<file path="src/rtl/atx_pkg.sv">
// Shared state encoding, byte-select constants and UART control bit map for the ATX streamer.
package atx_pkg;

    typedef enum logic [2:0] {
        StIdle,
        StFetch,
        StWaitIdle,
        StLoad,
        StWaitAck,
        StNext,
        StDone
    } state_t;

    localparam logic ByteLo = 1'b0;
    localparam logic ByteHi = 1'b1;

    // UART-side control vector layout: {atx_load, atx_busy}.
    localparam int unsigned AtxBusyBit = 0;
    localparam int unsigned AtxLoadBit = 1;
    localparam int unsigned AtxCtlW    = 2;

    function automatic logic [7:0] sel_byte(input logic [15:0] word, input logic sel);
        return (sel == ByteHi) ? word[15:8] : word[7:0];
    endfunction

endpackage

</file>
<file path="src/rtl/atx_handshake.sv">
// Load/acknowledge handshake with the UART transmitter: waits for idle, holds the load
// strobe and the character until the UART reports busy, then acknowledges for one cycle.
module atx_handshake
    import atx_pkg::*;
(
    input  logic       clk,
    input  logic       reset,
    input  logic       req,
    input  logic [7:0] byte_val,
    input  logic       atx_busy,
    output logic       ack,
    output logic       atx_load,
    output logic [7:0] atx_data
);

    state_t             state_q, state_d;
    logic [7:0]         data_q, data_d;
    logic [AtxCtlW-1:0] ctl;

    assign ctl[AtxBusyBit] = atx_busy;
    assign ctl[AtxLoadBit] = (state_q == StLoad) || (state_q == StWaitAck);

    always_comb begin
        state_d = state_q;
        data_d  = data_q;
        ack     = 1'b0;
        case (state_q)
            StLoad, StWaitAck: begin
                if (ctl[AtxBusyBit]) begin
                    ack     = 1'b1;
                    state_d = StWaitIdle;
                end else begin
                    state_d = StWaitAck;
                end
            end
            default: begin
                if (req && !ctl[AtxBusyBit]) begin
                    data_d  = byte_val;
                    state_d = StLoad;
                end
            end
        endcase
    end

    always_ff @(posedge clk) begin
        if (reset) begin
            state_q <= StWaitIdle;
            data_q  <= '0;
        end else begin
            state_q <= state_d;
            data_q  <= data_d;
        end
    end

    assign atx_load = ctl[AtxLoadBit];
    assign atx_data = data_q;

endmodule

</file>
<file path="src/rtl/atx_streamer.sv">
// Streams a null-terminated message of packed 16-bit ROM words, low byte first, to a UART
// transmitter; stops on null, abort, or after MAX_WORDS words (flagging overrun).
module atx_streamer
    import atx_pkg::*;
#(
    parameter int unsigned ADDR_W    = 16,
    parameter int unsigned MAX_WORDS = 256
) (
    input  logic              clk,
    input  logic              reset,
    input  logic              start,
    input  logic [ADDR_W-1:0] base_addr,
    input  logic              abort,
    output logic [ADDR_W-1:0] rom_addr,
    input  logic [15:0]       rom_data,
    output logic [7:0]        atx_data,
    output logic              atx_load,
    input  logic              atx_busy,
    output logic              busy,
    output logic              done,
    output logic              overrun,
    output logic [15:0]       char_count
);

    localparam int unsigned    CntW     = $clog2(MAX_WORDS + 1);
    localparam logic [CntW-1:0] LastWord = CntW'(MAX_WORDS - 1);

    state_t            state_q, state_d;
    logic [ADDR_W-1:0] ptr_q, ptr_d;
    logic [CntW-1:0]   word_cnt_q, word_cnt_d;
    logic [15:0]       word_q, word_d;
    logic              sel_q, sel_d;
    logic [15:0]       cc_q, cc_d;
    logic              ovf_q, ovf_d;
    logic              abort_q, abort_d;

    logic [7:0] cur_byte;
    logic       hs_req, hs_ack;

    assign cur_byte = sel_byte(word_q, sel_q);
    // An abort in the same cycle must stop a handshake from starting.
    assign hs_req   = (state_q == StWaitIdle) && !abort && (cur_byte != 8'h00);

    atx_handshake u_handshake (
        .clk      (clk),
        .reset    (reset),
        .req      (hs_req),
        .byte_val (cur_byte),
        .atx_busy (atx_busy),
        .ack      (hs_ack),
        .atx_load (atx_load),
        .atx_data (atx_data)
    );

    always_comb begin
        state_d    = state_q;
        ptr_d      = ptr_q;
        word_cnt_d = word_cnt_q;
        word_d     = word_q;
        sel_d      = sel_q;
        cc_d       = cc_q;
        ovf_d      = ovf_q;
        abort_d    = abort_q;
        case (state_q)
            StIdle: begin
                if (start) begin
                    ptr_d      = base_addr;
                    word_cnt_d = '0;
                    cc_d       = '0;
                    ovf_d      = 1'b0;
                    sel_d      = ByteLo;
                    abort_d    = 1'b0;
                    state_d    = StFetch;
                end
            end
            StFetch: begin
                word_d  = rom_data;
                state_d = abort ? StDone : StWaitIdle;
            end
            StWaitIdle: begin
                // atx_load high means the handshake is in flight and must complete.
                if (atx_load) begin
                    if (abort) abort_d = 1'b1;
                    if (hs_ack) begin
                        cc_d    = (cc_q == 16'hFFFF) ? cc_q : cc_q + 16'd1;
                        state_d = (abort_q || abort) ? StDone : StNext;
                    end
                end else if (abort || cur_byte == 8'h00) begin
                    state_d = StDone;
                end
            end
            StNext: begin
                if (abort) begin
                    state_d = StDone;
                end else if (sel_q == ByteLo) begin
                    sel_d   = ByteHi;
                    state_d = StWaitIdle;
                end else begin
                    ptr_d      = ptr_q + ADDR_W'(1);
                    word_cnt_d = word_cnt_q + CntW'(1);
                    sel_d      = ByteLo;
                    if (word_cnt_q == LastWord) begin
                        ovf_d   = 1'b1;
                        state_d = StDone;
                    end else begin
                        state_d = StFetch;
                    end
                end
            end
            StDone: begin
                abort_d = 1'b0;
                state_d = StIdle;
            end
            default: state_d = StIdle;
        endcase
    end

    always_ff @(posedge clk) begin
        if (reset) begin
            state_q    <= StIdle;
            ptr_q      <= '0;
            word_cnt_q <= '0;
            word_q     <= '0;
            sel_q      <= ByteLo;
            cc_q       <= '0;
            ovf_q      <= 1'b0;
            abort_q    <= 1'b0;
        end else begin
            state_q    <= state_d;
            ptr_q      <= ptr_d;
            word_cnt_q <= word_cnt_d;
            word_q     <= word_d;
            sel_q      <= sel_d;
            cc_q       <= cc_d;
            ovf_q      <= ovf_d;
            abort_q    <= abort_d;
        end
    end

    // Address is only driven while fetching so a post-overrun pointer never reaches the ROM.
    assign rom_addr   = (state_q == StFetch) ? ptr_q : '0;
    assign busy       = (state_q != StIdle);
    assign done       = (state_q == StDone);
    assign overrun    = ovf_q;
    assign char_count = cc_q;

endmodule

</file>
<file path="config.mk">
export PLATFORM = sky130hd
export DESIGN_NAME = atx_streamer
export DESIGN_NICKNAME = d
export VERILOG_FILES = /design/src/rtl/atx_pkg.sv /design/src/rtl/atx_handshake.sv /design/src/rtl/atx_streamer.sv
export SDC_FILE = /design/constraint.sdc
export NUM_CORES = 1
export LEC_CHECK = 0
export CORE_UTILIZATION = 49
export CTS_BUF_LIST = sky130_fd_sc_hd__clkbuf_8
export DETAILED_ROUTE_END_ITERATION = 8
export MAX_ROUTING_LAYER = met4
export PLACE_DENSITY_LB_ADDON = 0.2
export SLEW_MARGIN = 20
export SYNTH_ARGS = -nofsm -noshare
export SYNTH_HDL_FRONTEND = slang
export SYNTH_SLANG_ARGS = --single-unit
</file>
<file path="constraint.sdc">
create_clock -name clk -period 2.4 [get_ports clk]
set_clock_uncertainty 0.1 [all_clocks]
set_input_delay 0.24 -clock clk [delete_from_list [all_inputs] [get_ports clk]]
set_output_delay 0.24 -clock clk [all_outputs]
set_load 0.01 [all_outputs]
</file>
==> key figures, run 1 <==
Die
  • Core Box Area: 0.00773 sq mm
  • Initial cell density of the core: 50.7%
  • Placement Rows: 32
  • IO Count: 81
  • Die Width: 91.4 microns
  • Area of the die: 0.00835 sq mm
  • Die H: 91.4 microns

Yosys
  • Post-Synthesis Cells: 499
  • Syn_area_per_cell: 7.85 sq um
  • Primary FF master, synth: dfxtp_1
  • Async set-or-reset flop fraction in the synthesized netlist: 0%
  • Proportion of synthesized chip area in sequential cells: 37.8%
  • Number of enable flip-flop cells after synthesis: 0
  • Number of warning messages in the yosys log: 0
  • Count of distinct cell types in the synthesized netlist: 64
  • Post-synth net total: 541
  • Area of the mapped netlist: 0.00392 sq mm
  • Cell with the most instances after synthesis: dfxtp_1
  • Largest cells by area after synthesis: dfxtp_1 (38%), nand2_1 (6.3%), a21oi_1 (6.1%)
  • Yosys top cell by area: dfxtp_1
  • Post-synthesis register bit count: 74
  • Top cells by count, synth: dfxtp_1 (74), nand2_1 (66), a21oi_1 (48), nor2_1 (43)
  • Fraction of post-synthesis cell area in the top cell type by area: 37.8%

Critical path
  • Worst setup startpoint: state_q[2]
  • CP Capture Type: output pin
  • Worst flop-to-flop path startpoint: char_count[0]
  • Highest fanout seen on the critical path: 13
  • Arrival time at the worst endpoint: 1.93 ns
  • Worst setup path class: reg -> out
  • Required arrival time at the worst endpoint: 2.06 ns
  • Startpoint type of the worst setup path: flip-flop

Global routing
  • Overflow after GRT: 0
  • Maximum number of pins on one net before global-route repair: 24
  • Antenna violations before repair: 0
  • Via count of the first global-routing pass: 3643
  • Wire length of the first global-routing pass: 16800 microns
  • Aggregate global-route resource usage: 25.2%

Timing
  • Final period util: 94.4%
  • Final hold violations: 0
  • Slew of the pin with the lowest slew margin: 0.518 ns
  • Setup repair after global routing missed its margin: no
  • Total of endpoints with negative setup slack in the final report: 0
  • Post-Route Setup TNS: 0 ns
  • Final critical path time including I/O delays and setup: 2.27 ns
  • Worst slew margin relative to its limit: 65.4%
  • Count of final max-slew check failures: 0
  • Maximum frequency from static timing analysis: 441 MHz

Placement
  • Count of placed standard cells including taps: 665
  • Count of input and output buffers: 80
  • Final weighted congestion of routability-driven global placement: 0.876
  • HPWL after detailed placement: 7030 microns

CTS
  • Total clock buffers created by CTS: 9
  • Bufs on Longest Clock Path: 2
  • Clock network latency to the later pin of the worst-skew pair: 0.34 ns
  • CTS sink count: 74
  • Count of hold-fix buffers inserted at cts: 0
  • Clock transition at path regs: 0.08 ns
  • CTS tree: yes
  • CTS Root Buffer Type: clkbuf_8
  • Number of levels in the clock H-tree: 3

Drt
  • Final routed DRC violation total: 0
  • Residual antenna-violating net count after detailed routing: 0
  • Total vias in the final route: 3978
  • Via-per-instance ratio: 5.84
  • Drt first pass iters: 4
  • WL final: 10000 microns
  • Violation count after the first detailed-route iteration: 315
  • Average wire per standard cell: 14.7 microns

Finish
  • Fill cell instance count of the final layout: 678
  • Diode count: 0
  • Synthesis-to-finish area growth: 29.1%
  • Share of post-route cells with drive strength above 1: 10.0%
  • Final nets: 616
  • Number of cells in the finished layout apart from fillers: 681

Pwr
  • Static leakage power: 1.92 nW
  • Power per cell area: 805 mW/mm^2
  • Worst IR Drop VDD: 420 uV

Worst hold path
  • Worst min-delay path startpoint: reset
  • Hold Path Class: in -> reg

Outcome
  • Run status: completed

Job
  • Max Cap Viol: 0
## kinds of logic after synthesis
family | share of synthesized area (%)
AOI/OAI and AO/OA | 20.4
xor gates and xnor gates | 1.57
adders and majority gates | 1.60
buffers and inverters | 5.08
DFF | 37.8
muxes | 4.35
and+or+nand+nor | 29.1
## worst paths after layout
path	cells past startpoint	slack, ns	endpoint
setup reg to reg	6	0.17	char_count[11]
setup / recovery	3	0.13	done
hold / removal	2	0.24	u_handshake.atx_data[3]
hold reg to reg	2	0.37	word_q[4]
## layout by cell type, fill, tap and decap left out, drive strengths merged, types with 4 or more instances in the layout
cell type      count
o31ai             11
mux2               8
nand2             66
or3                8
nor2              44
buf               20
nor3              13
a21oi             49
inv               11
nor4               5
mux2i              8
nand3             25
o211ai             4
a31oi              9
and3              25
nand2b             4
clkdlybuf4s50     79
clkbuf             9
nand4              7
and2               4
xnor2              4
o21ai             29
ha                 5
dfxtp             74
## where the power goes
part | internal, mW | leakage [nW] | switching [mW]
registers | 1.42 | 0.601 | 0.235
clock network | 0.594 | 0.110 | 0.491
logic | 0.594 | 1.21 | 0.741
total | 2.60 | 1.92 | 1.47
## cell type report
class / instances / area (sq um) / area share, %
clock buffers: 9 / 124 / 2.45
well taps: 102 / 128 / 2.52
repair buffers: 99 / 938 / 18.6
multi-input cells: 380 / 2240 / 44.4
clock inverters: 7 / 103 / 2.03
flip-flops and latches: 74 / 1480 / 29.3
inverters: 10 / 37.5 / 0.743
## stage by stage
stage | hold WS [ns] | setup slack [ns] | power (mW) | instance area [sq um] | util (%)
detailed placement | 0.358 | 0.119 | 2.97 | 4820 | 62.4
CTS | 0.222 | 0.0849 | 4.07 | 5050 | 65.3
global route | 0.267 | 0.0320 | 4.32 | 5050 | 65.4
global placement | 0.358 | 0.203 | 2.94 | 4820 | 62.4
floorplan | 0.276 | 0.392 | 2.53 | 3920 | -
finish | 0.235 | 0.134 | 4.07 | 5050 | 65.4
## sequential cells by signal, indices dropped and copies added, names as in the netlist
register              cells
state_q                   3
word_cnt_q                9
overrun                   1
ptr_q                    16
u_handshake.state_q       3
u_handshake.atx_data      8
word_q                   16
char_count               16
abort_q                   1
sel_q                     1
## timing repair
action                                  in CTS  in global routing
endpoints found under the setup margin       0                 16
resized for setup                            0                  3
buffers inserted                             0                  0
hold endpoints to repair                     0                  0
## critical path, stage by stage, from the launching register on
cell and delay, ns:
dfxtp_1 0.57, inv_1 0.11, nor3_1 0.31, clkdlybuf4s50_1 0.60
## routing by layer
layer / global-route usage, % / routed length, microns / vias to the layer above
li1: - / - / 1963
met1: 33.4 / 4560 / 1865
met2: 39.3 / 4710 / 130
met3: 4.27 / 581 / 20
met4: 7.94 / 168 / 0
met5: - / 0 / -
No activity file was read; power rests on OpenSTA's default activity.
==> run 2: changes to the inputs <==
--- a/config.mk
+++ b/config.mk
@@ -5,7 +5,9 @@
 export SDC_FILE = /design/constraint.sdc
 export NUM_CORES = 1
 export LEC_CHECK = 0
-export CORE_UTILIZATION = 49
+export CELL_PAD_IN_SITES_DETAIL_PLACEMENT = 1
+export CELL_PAD_IN_SITES_GLOBAL_PLACEMENT = 1
+export CORE_UTILIZATION = 39
 export CTS_BUF_LIST = sky130_fd_sc_hd__clkbuf_8
 export DETAILED_ROUTE_END_ITERATION = 8
 export MAX_ROUTING_LAYER = met4
==> run 2 against run 1 <==
Net effect:
- clock power grew 26%
- register-to-register slack better by 0.10 ns
- sequential share of layout area is 0.89 points lower
- die area is 25% higher
- sequential cell count unchanged
- setup slack gained 0.0072 ns
- clock-buffer cell count up 3
- routed wire length grew 19%
- critical endpoint is now rom_addr[15]
==> key figures, run 2 (synthesis results as in run 1) <==
Outcome
  • Run status: completed

Global routing
  • Aggregate global-route resource usage: 24.7%
  • Wire length of the first global-routing pass: 19500 microns
  • Via count of the first global-routing pass: 3995
  • Overflow after GRT: 0
  • Antenna violations before repair: 0
  • Maximum number of pins on one net before global-route repair: 33

Die
  • Die H: 102 microns
  • Initial cell density of the core: 40.2%
  • Placement Rows: 36
  • Core Box Area: 0.00973 sq mm
  • Die Width: 102 microns
  • Area of the die: 0.0104 sq mm
  • IO Count: 81

Finish
  • Diode count: 0
  • Most common library cell in the layout ignoring fill and taps: clkdlybuf4s50_1
  • Total area of multi-input combinational cells: 0.00225 sq mm
  • Fill cell instance count of the final layout: 1192
  • Final nets: 623
  • Commonest cells after routing, fill and taps aside: clkdlybuf4s50_1 (79), dfxtp_1 (73), nand2_1 (66)
  • Area used by sequential logic in the layout: 0.00148 sq mm
  • Summed area of non-filler cells in the final layout: 0.00521 sq mm
  • Number of cells in the finished layout apart from fillers: 719
  • Share of post-route cells with drive strength above 1: 11.1%
  • Synthesis-to-finish area growth: 33.1%

Timing
  • Worst slew margin relative to its limit: 62.6%
  • Final critical path time including I/O delays and setup: 2.26 ns
  • Setup repair after global routing missed its margin: no
  • Hold slack: 0.274 ns
  • Total of endpoints with negative setup slack in the final report: 0
  • Final hold violations: 0
  • Count of final max-slew check failures: 0
  • Final period util: 94.1%
  • Slew of the pin with the lowest slew margin: 0.561 ns
  • Maximum frequency from static timing analysis: 443 MHz
  • Post-Route Setup TNS: 0 ns

Drt
  • Total vias in the final route: 3991
  • Final routed DRC violation total: 0
  • Average wire per standard cell: 16.6 microns
  • WL final: 11900 microns
  • Residual antenna-violating net count after detailed routing: 0
  • Drt first pass iters: 4
  • Violation count after the first detailed-route iteration: 162
  • Via-per-instance ratio: 5.55

Pwr
  • Power, Total: 4.41 mW
  • Worst IR Drop VDD: 510 uV
  • Static leakage power: 1.99 nW
  • Power per cell area: 847 mW/mm^2

CTS
  • Bufs on Longest Clock Path: 2
  • Clock network latency to the later pin of the worst-skew pair: 0.35 ns
  • Post-CTS setup buffer count: 0
  • Number of levels in the clock H-tree: 3
  • CTS Root Buffer Type: clkbuf_8
  • Total clock buffers created by CTS: 9
  • CTS sink count: 74
  • CTS tree: yes
  • Clock transition at path regs: 0.08 ns

Critical path
  • Required arrival time at the worst endpoint: 2.06 ns
  • Cell class contributing the biggest share of worst-path delay: buffers and inverters
  • Worst setup path class: reg -> out
  • CP Capture Type: output pin
  • Highest fanout seen on the critical path: 18
  • Startpoint type of the worst setup path: flip-flop
  • Worst flop-to-flop path startpoint: char_count[0]
  • Crit-path slowest cell: dfxtp_1
  • Worst setup startpoint: state_q[2]
  • Number of buffers and inverters on the critical path: 2
  • Crit path cell chain: nor2_1, buf_4, and3_1, clkdlybuf4s50_1
  • Arrival time at the worst endpoint: 1.92 ns
  • CP max stage delay: 0.58 ns

Worst hold path
  • Worst min-delay path startpoint: reset
  • Hold Path Class: in -> reg

Job
  • Max Cap Viol: 0

Placement
  • Final weighted congestion of routability-driven global placement: 0.816
  • Count of placed standard cells including taps: 703
  • HPWL after detailed placement: 8450 microns
  • Count of input and output buffers: 80
  • Placement-stage cell area: 0.00491 sq mm
[run 2: cell count changes in the layout (fill, tap and decap cells not counted), sizes merged]
cell / before / now
clkinv: 3 / 0
buf: 20 / 27
clkbuf: 9 / 12
bufinv: 2 / 4
inv: 11 / 10
clkinvlp: 1 / 0
[run 2: power by group]
part / switching [mW] / total [mW] / internal (mW)
combinational: 0.785 / 1.39 / 0.606
sequential: 0.239 / 1.66 / 1.42
clock: 0.484 / 1.37 / 0.882
[run 2: path summary, 6_finish.rpt]
| kind | end | cells past startpoint | slack (ns) |
|---|---|---|---|
| hold reg to reg | word_q[8] | 2 | 0.38 |
| setup reg to reg | char_count[10] | 6 | 0.27 |
| hold / removal | ptr_q[5] | 2 | 0.27 |
| setup / recovery | rom_addr[15] | 4 | 0.14 |
[run 2: layout make-up]
cell class	count	area share (%)
sequential	74	28.4
tap	133	3.19
multi-input combinational	380	43.2
clock buffer	12	3.17
inverter	10	0.720
clock inverter	4	2.30
timing repair buffer	106	19.0
[run 2: through the flow]
stage,utilization [%],worst slack [ns]
global route,53.6,0.00577
finish,53.6,0.141
floorplan,-,0.392
global placement,50.5,0.136
detailed placement,50.5,0.0838
CTS,53.4,0.0270
[run 2: worst reg2reg max path, stage by stage, from the launching register on]
cell     delay [ns]
dfxtp_1        0.43
ha_1           0.26
nand3_1        0.12
or3_1          0.50
o21ai_1        0.33
nand3_1        0.12
a21oi_1        0.19
[run 2: timing repair]
action / in CTS / in global routing
hold buffers: 0 / 0
resized for setup: 0 / 4
setup endpoints to repair: 0 / 12
[run 2: layer usage]
| metal | track usage, % | wire length, microns | vias up |
|---|---|---|---|
| met5 | - | 0 | - |
| met4 | 6.81 | 190 | 0 |
| met3 | 5.34 | 410 | 17 |
| met2 | 41.5 | 5860 | 72 |
| met1 | 29.8 | 5490 | 1936 |
| li1 | - | - | 1966 |
